$ cat src/rtl/pit_irq_arbiter.sv
// -----------------------------------------------------------------------------
// pit_irq_arbiter
//
// Shares one interrupt line between NUM_SRC timer channels. Rising edges on
// irq_src are latched as pending bits; unmasked pending sources are granted
// round-robin and presented on irq_valid/irq_id until the consumer pulses
// irq_ack. An edge that lands on an already-pending source sets a sticky
// overflow bit.
//
// Ports
//   clk        in   1        system clock, all logic on rising edge
//   reset      in   1        synchronous, active-high reset
//   irq_src    in   NUM_SRC  raw interrupt levels/pulses from timer channels
//   irq_mask   in   NUM_SRC  1 = source masked (latched but never granted)
//   irq_ack    in   1        consumer acknowledges the presented interrupt
//   ovf_clr    in   1        clears all overflow bits
//   irq_valid  out  1        interrupt presented to consumer
//   irq_id     out  ID_W     index of presented source (valid with irq_valid)
//   pending    out  NUM_SRC  latched, not-yet-acknowledged edges
//   overflow   out  NUM_SRC  sticky: edge arrived while source already pending
//
// Parameters
//   NUM_SRC  number of interrupt sources (2..16)
//   ID_W     width of irq_id; must equal $clog2(NUM_SRC)
// -----------------------------------------------------------------------------
module pit_irq_arbiter #(
  parameter int NUM_SRC = 4,
  parameter int ID_W    = 2
) (
  input  logic               clk,
  input  logic               reset,
  input  logic [NUM_SRC-1:0] irq_src,
  input  logic [NUM_SRC-1:0] irq_mask,
  input  logic               irq_ack,
  input  logic               ovf_clr,
  output logic               irq_valid,
  output logic [ID_W-1:0]    irq_id,
  output logic [NUM_SRC-1:0] pending,
  output logic [NUM_SRC-1:0] overflow
);

  typedef enum logic [1:0] {
    ST_IDLE    = 2'd0,
    ST_ARB     = 2'd1,
    ST_PRESENT = 2'd2
  } state_t;

  state_t             state;
  state_t             state_next;

  logic [NUM_SRC-1:0] src_q;          // previous irq_src, for edge detection
  logic [NUM_SRC-1:0] rise;           // rising edges this cycle
  logic [NUM_SRC-1:0] cand;           // grant candidates: pending and unmasked
  logic [NUM_SRC-1:0] ack_vec;        // one-hot of the source being acked
  logic               ack_hit;        // ack accepted this cycle
  logic [NUM_SRC-1:0] pending_next;
  logic [NUM_SRC-1:0] overflow_next;

  logic [ID_W-1:0]    ptr;            // round-robin search start
  logic [ID_W-1:0]    ptr_next;
  logic [ID_W-1:0]    irq_id_next;
  logic [ID_W-1:0]    win_id;
  logic               win_found;

  // Increment modulo NUM_SRC; NUM_SRC need not be a power of two.
  function automatic logic [ID_W-1:0] wrap_inc(input logic [ID_W-1:0] v);
    if (v == ID_W'(NUM_SRC - 1)) begin
      return '0;
    end
    return v + ID_W'(1);
  endfunction

  // ---------------------------------------------------------------------------
  // Edge detect and candidate set
  // ---------------------------------------------------------------------------
  assign rise = irq_src & ~src_q;
  assign cand = pending & ~irq_mask;

  // ---------------------------------------------------------------------------
  // Round-robin search: first candidate at ptr, ptr+1, ... wrapping.
  // ---------------------------------------------------------------------------
  always_comb begin
    logic [ID_W-1:0] idx;
    // NOTE: every variable driven here gets a default before any branch;
    // a path that leaves one unassigned would infer a latch.
    win_found = 1'b0;
    win_id    = '0;
    idx       = ptr;
    for (int k = 0; k < NUM_SRC; k++) begin
      if (!win_found && cand[idx]) begin
        win_found = 1'b1;
        win_id    = idx;
      end
      idx = wrap_inc(idx);
    end
  end

  // ---------------------------------------------------------------------------
  // FSM next state / outputs
  // ---------------------------------------------------------------------------
  always_comb begin
    state_next  = state;
    irq_id_next = irq_id;
    ptr_next    = ptr;
    ack_hit     = 1'b0;

    case (state)
      ST_IDLE: begin
        if (|cand) begin
          state_next = ST_ARB;
        end
      end

      ST_ARB: begin
        // The mask may have changed since IDLE looked; re-check here.
        if (win_found) begin
          irq_id_next = win_id;
          state_next  = ST_PRESENT;
        end else begin
          state_next  = ST_IDLE;
        end
      end

      ST_PRESENT: begin
        // Mask and pending changes are deliberately ignored while presenting
        // so irq_id stays stable for the consumer.
        if (irq_ack) begin
          ack_hit    = 1'b1;
          ptr_next   = wrap_inc(irq_id);
          state_next = ST_IDLE;
        end
      end

      default: begin
        state_next = ST_IDLE;
      end
    endcase
  end

  assign irq_valid = (state == ST_PRESENT);

  // ---------------------------------------------------------------------------
  // Pending / overflow update
  // ---------------------------------------------------------------------------
  always_comb begin
    ack_vec = '0;
    if (ack_hit) begin
      ack_vec[irq_id] = 1'b1;
    end
  end

  // A new edge on the source being acked wins: the bit stays pending and, since
  // the old request is being retired, this is not counted as an overflow.
  assign pending_next  = (pending & ~ack_vec) | rise;

  // A new overflow event beats ovf_clr for its own bit only.
  assign overflow_next = (ovf_clr ? '0 : overflow) | (rise & pending & ~ack_vec);

  // ---------------------------------------------------------------------------
  // State registers
  // ---------------------------------------------------------------------------
  always_ff @(posedge clk) begin
    // NOTE: sequential state uses non-blocking assignments so every register
    // samples pre-edge values regardless of statement order.
    if (reset) begin
      state    <= ST_IDLE;
      irq_id   <= '0;
      ptr      <= '0;
      pending  <= '0;
      overflow <= '0;
      // History all ones: a source already high at release is not an edge.
      src_q    <= '1;
    end else begin
      state    <= state_next;
      irq_id   <= irq_id_next;
      ptr      <= ptr_next;
      pending  <= pending_next;
      overflow <= overflow_next;
      src_q    <= irq_src;
    end
  end

endmodule

$ cat config.mk
export PLATFORM = sky130hd
export DESIGN_NAME = pit_irq_arbiter
export DESIGN_NICKNAME = d
export VERILOG_FILES = /design/src/rtl/pit_irq_arbiter.sv
export SDC_FILE = /design/constraint.sdc
export NUM_CORES = 1
export LEC_CHECK = 0
export BUFFER_PORTS_ARGS = -buffer_cell sky130_fd_sc_hd__clkbuf_2
export CAP_MARGIN = 30
export CORE_ASPECT_RATIO = 0.75
export CORE_MARGIN = 1
export CORE_UTILIZATION = 45
export DETAILED_ROUTE_END_ITERATION = 16
export PLACE_DENSITY = 0.76
export SYNTH_ARGS = -nofsm -noshare
export SYNTH_HDL_FRONTEND = slang
export SYNTH_SLANG_ARGS = --single-unit
$ cat constraint.sdc
create_clock -name clk -period 4.4 [get_ports clk]
set_clock_uncertainty 0.2 [all_clocks]
set_input_delay 1.1 -clock clk [delete_from_list [all_inputs] [get_ports clk]]
set_output_delay 1.1 -clock clk [all_outputs]
set_load 0.1 [all_outputs]
==> results.sh <==
export IMPL_run_status="finished, final reports clean"
export IMPL_grt_start_max_net_pins=20
export IMPL_via_count_of_the_routed_design=1053
export IMPL_ant_nets=0
export IMPL_floorplan_core_area_mm2=0.00238
export IMPL_globalRouteTotalUtil=0.200
export IMPL_fin_crit_sh=0.669
export IMPL_busiest_layer="met1"
export IMPL_boundaryPins=23
export IMPL_totalNegativeSetupSlack_ns=0
export IMPL_global_route_usage_met2=0.276
export IMPL_synth_largest_area_cell="sky130_fd_sc_hd__dfxtp_1"
export IMPL_synth_compound_gate_area_share=0.231
export IMPL_final_net_count=167
export IMPL_setup_viol=0
export IMPL_ff2ff_path_depth=7
export IMPL_post_cts_hold_buffer_count=0
export IMPL_crit_required_ns=3.10
export IMPL_synth_top_cells_by_area="sky130_fd_sc_hd__dfxtp_1 31%, sky130_fd_sc_hd__ha_1 5.3%, sky130_fd_sc_hd__a21oi_1 4.7%"
export IMPL_sequential_element_share_of_the_synthesized_area=0.306
export IMPL_time_the_worst_path_needs_with_i_o_delays_and_setup_ns=2.95
export IMPL_hold_viol=0
export IMPL_whs_path_depth=1
export IMPL_synthToLayoutAreaGrowth_pct=9.14
export IMPL_grt_pass1_vias=898
export IMPL_die_area_mm2=0.00283
export IMPL_dominant_combinational_cell_family_by_area_after_synthesis="simple AND/OR/NAND/NOR gates"
export IMPL_clockRootBuffer="sky130_fd_sc_hd__clkbuf_4"
export IMPL_cts_post_setup_buffers_inserted=0
export IMPL_yosysMostFrequentCell="sky130_fd_sc_hd__dfxtp_1"
export IMPL_drt_first_iter_violations=49
export IMPL_ys_seq_elements=18
export IMPL_syn_instance_count=132
export IMPL_clock_transition_at_the_register_clock_pins_on_the_worst_setup_and_hold_paths_after_cts_ns=0.10
export IMPL_maxClockFrequency_mhz=340
export IMPL_floorplan_die_width_um=61.1
export IMPL_worst_path_stages=2
export IMPL_synthSimpleGateAreaFrac=0.254
export IMPL_irDropWorstVdd_mv=0.197
export IMPL_yosys_most_used_dff="sky130_fd_sc_hd__dfxtp_1"
export IMPL_groute_layer_met3_usage=0.0702
export IMPL_grt_util_met1=0.297
export IMPL_timing_critical_path_max_delay_family="buffers and inverters"
export IMPL_clock_sinks=18
export IMPL_tritoncts_num_buffers=3
export IMPL_synth_xor_xnor_area_share=0
export IMPL_tightestPinTransition_ns=0.553
export IMPL_post_synth_fa_ha_maj_area_fraction=0.0531
export IMPL_drive_gt1_frac=0.262
export IMPL_initial_core_util=0.494
export IMPL_synth_enable_flop_cells=0
export IMPL_grt_antenna_before_repair=0
export IMPL_timing_setup_critical_path_class="reg2out"
export IMPL_count_of_unique_library_cells_instantiated_by_yosys=38
export IMPL_cp_data_arrival_time_ns=1.65
export IMPL_crit_path_max_incr_delay_ns=0.56
export IMPL_tritoncts="yes"
export IMPL_post_drt_wl_per_cell_um=13.8
export IMPL_drt_pre_antenna_iters=4
export IMPL_drv_slew=0
export IMPL_rsz0062_at_grt="false"
export IMPL_timing_hold_worst_class="reg2reg"
export IMPL_detailedPlacementHpwl_mm=1.92
export IMPL_synth_async_sr_flop_share=0
export IMPL_mappedNetlistArea_mm2=0.00118
export IMPL_routed_wl_mm=2.53
export IMPL_power_density_mw_per_mm2=264
export IMPL_die_height_um=46.3
export IMPL_grt_pass1_wl_mm=4.11
export IMPL_netlist_area_leader_share=0.306
export IMPL_syn_num_nets=149
export IMPL_antennaDiodeCount=0
export IMPL_cts_htree_levels=1
export IMPL_syn_mean_instance_area_um2=8.92
export IMPL_crit_fanout=8
export IMPL_routability_cong=0.925
export IMPL_post_route_util=0.539
export IMPL_synth_mux_area_frac=0.0776
export IMPL_hold_ws_ns=0.244
export IMPL_count_of_buffers_from_port_buffering=22
export IMPL_static_leakage_power_nw=0.509
export IMPL_synth_top_cells_by_count="18 x sky130_fd_sc_hd__dfxtp_1, 11 x sky130_fd_sc_hd__a21oi_1, 11 x sky130_fd_sc_hd__nand2_1, 11 x sky130_fd_sc_hd__nor2_1, 8 x sky130_fd_sc_hd__nand2b_1"
export IMPL_max_slew_margin_rel=0.633
export IMPL_drc=0
export IMPL_post_cts_resize_count=0
export IMPL_skew_pair_late_insertion_delay_ns=0.29
export IMPL_worstPathCellList="nor2b_1, clkbuf_2"
export IMPL_maxCapViolations=0
export IMPL_cp_end_kind="output pin"
export IMPL_worstSetupStartpointType="register"
export IMPL_num_rows=15
export IMPL_number_of_vias_per_cell_after_detailed_routing=5.75
export IMPL_ys_warnings_count=0
export IMPL_overflow=0
export IMPL_critical_path_slowest_cell="sky130_fd_sc_hd__clkbuf_2"
export IMPL_cts_buffer_depth=2
export IMPL_critPathBufInv=1
-- through the flow --
step | std cells | instance area, um2 | worst slack, ns | total power, mW
floorplan | 132 | 1180 | 1.60 | 0.228
global placement | 179 | 1250 | 1.28 | 0.240
detailed placement | 179 | 1250 | 1.22 | 0.241
CTS | 183 | 1280 | 1.47 | 0.340
global route | 183 | 1280 | 1.38 | 0.355
finish | 183 | 1280 | 1.45 | 0.340
-- layer usage --
metal | vias to the layer above | part of all wire
met1 | 491 | 0.50
met5 | - | 0
met3 | 2 | 0.086
met4 | 0 | 0.0016
li1 | 522 | -
met2 | 38 | 0.41
-- cell usage in the layout, fill, tap and decap left out, types with 4 or more instances in the layout --
| cell | instances |
|---|---|
| sky130_fd_sc_hd__a211oi_1 | 5 |
| sky130_fd_sc_hd__dfxtp_1 | 18 |
| sky130_fd_sc_hd__nand2_1 | 11 |
| sky130_fd_sc_hd__nor2_1 | 11 |
| sky130_fd_sc_hd__nand2b_1 | 8 |
| sky130_fd_sc_hd__a2bb2oi_1 | 4 |
| sky130_fd_sc_hd__a21oi_1 | 11 |
| sky130_fd_sc_hd__or2_2 | 4 |
| sky130_fd_sc_hd__clkbuf_2 | 22 |
| sky130_fd_sc_hd__o211ai_1 | 4 |
| sky130_fd_sc_hd__o21ai_0 | 4 |
| sky130_fd_sc_hd__ha_1 | 5 |
| sky130_fd_sc_hd__nand3_1 | 7 |
-- flip-flops by register name, summed over array words and instances (netlist names) --
signal,cells
state,2
pending,4
src_q,4
ptr,2
overflow,4
irq_id,2
-- area by class of cell --
cell class,instances,area (um2)
fill,245,1100
multi-input combinational,102,724
sequential,18,360
timing repair buffer,22,110
tap,34,42.5
clock buffer,4,36.3
inverter,3,11.3
-- final timing paths --
check / startpoint / slack (ns) / to
setup reg to reg: ptr[0] / 1.66 / irq_id[0]
hold / removal: state[1] / 0.24 / state[0]
setup / recovery: state[1] / 1.45 / irq_valid
hold reg to reg: state[1] / 0.24 / state[0]
-- logic make-up (layout without fill, tap and decap cells) --
family / after synthesis / in the layout
AOI/OAI and AO/OA: 37 / 37
adders and majority gates: 5 / 5
buffers and inverters: 12 / 29
DFF: 18 / 18
muxes: 5 / 5
and+or+nand+nor: 55 / 55
-- worst reg2reg max path: cells and delay by family, from the launching register on --
kind | cells | cell delay (ns)
compound gates | 4 | 1.13
simple gates | 2 | 0.41
fa+ha+maj | 1 | 0.28
flops | 1 | 0.60
-- where the power goes --
group | internal [mW] | switching (mW) | total [mW]
combinational | 0.0214 | 0.0437 | 0.0651
clock | 0.0505 | 0.0518 | 0.102
sequential | 0.168 | 0.00384 | 0.172
total | 0.240 | 0.0994 | 0.340
Note: power is estimated with default switching activity, not from simulation.
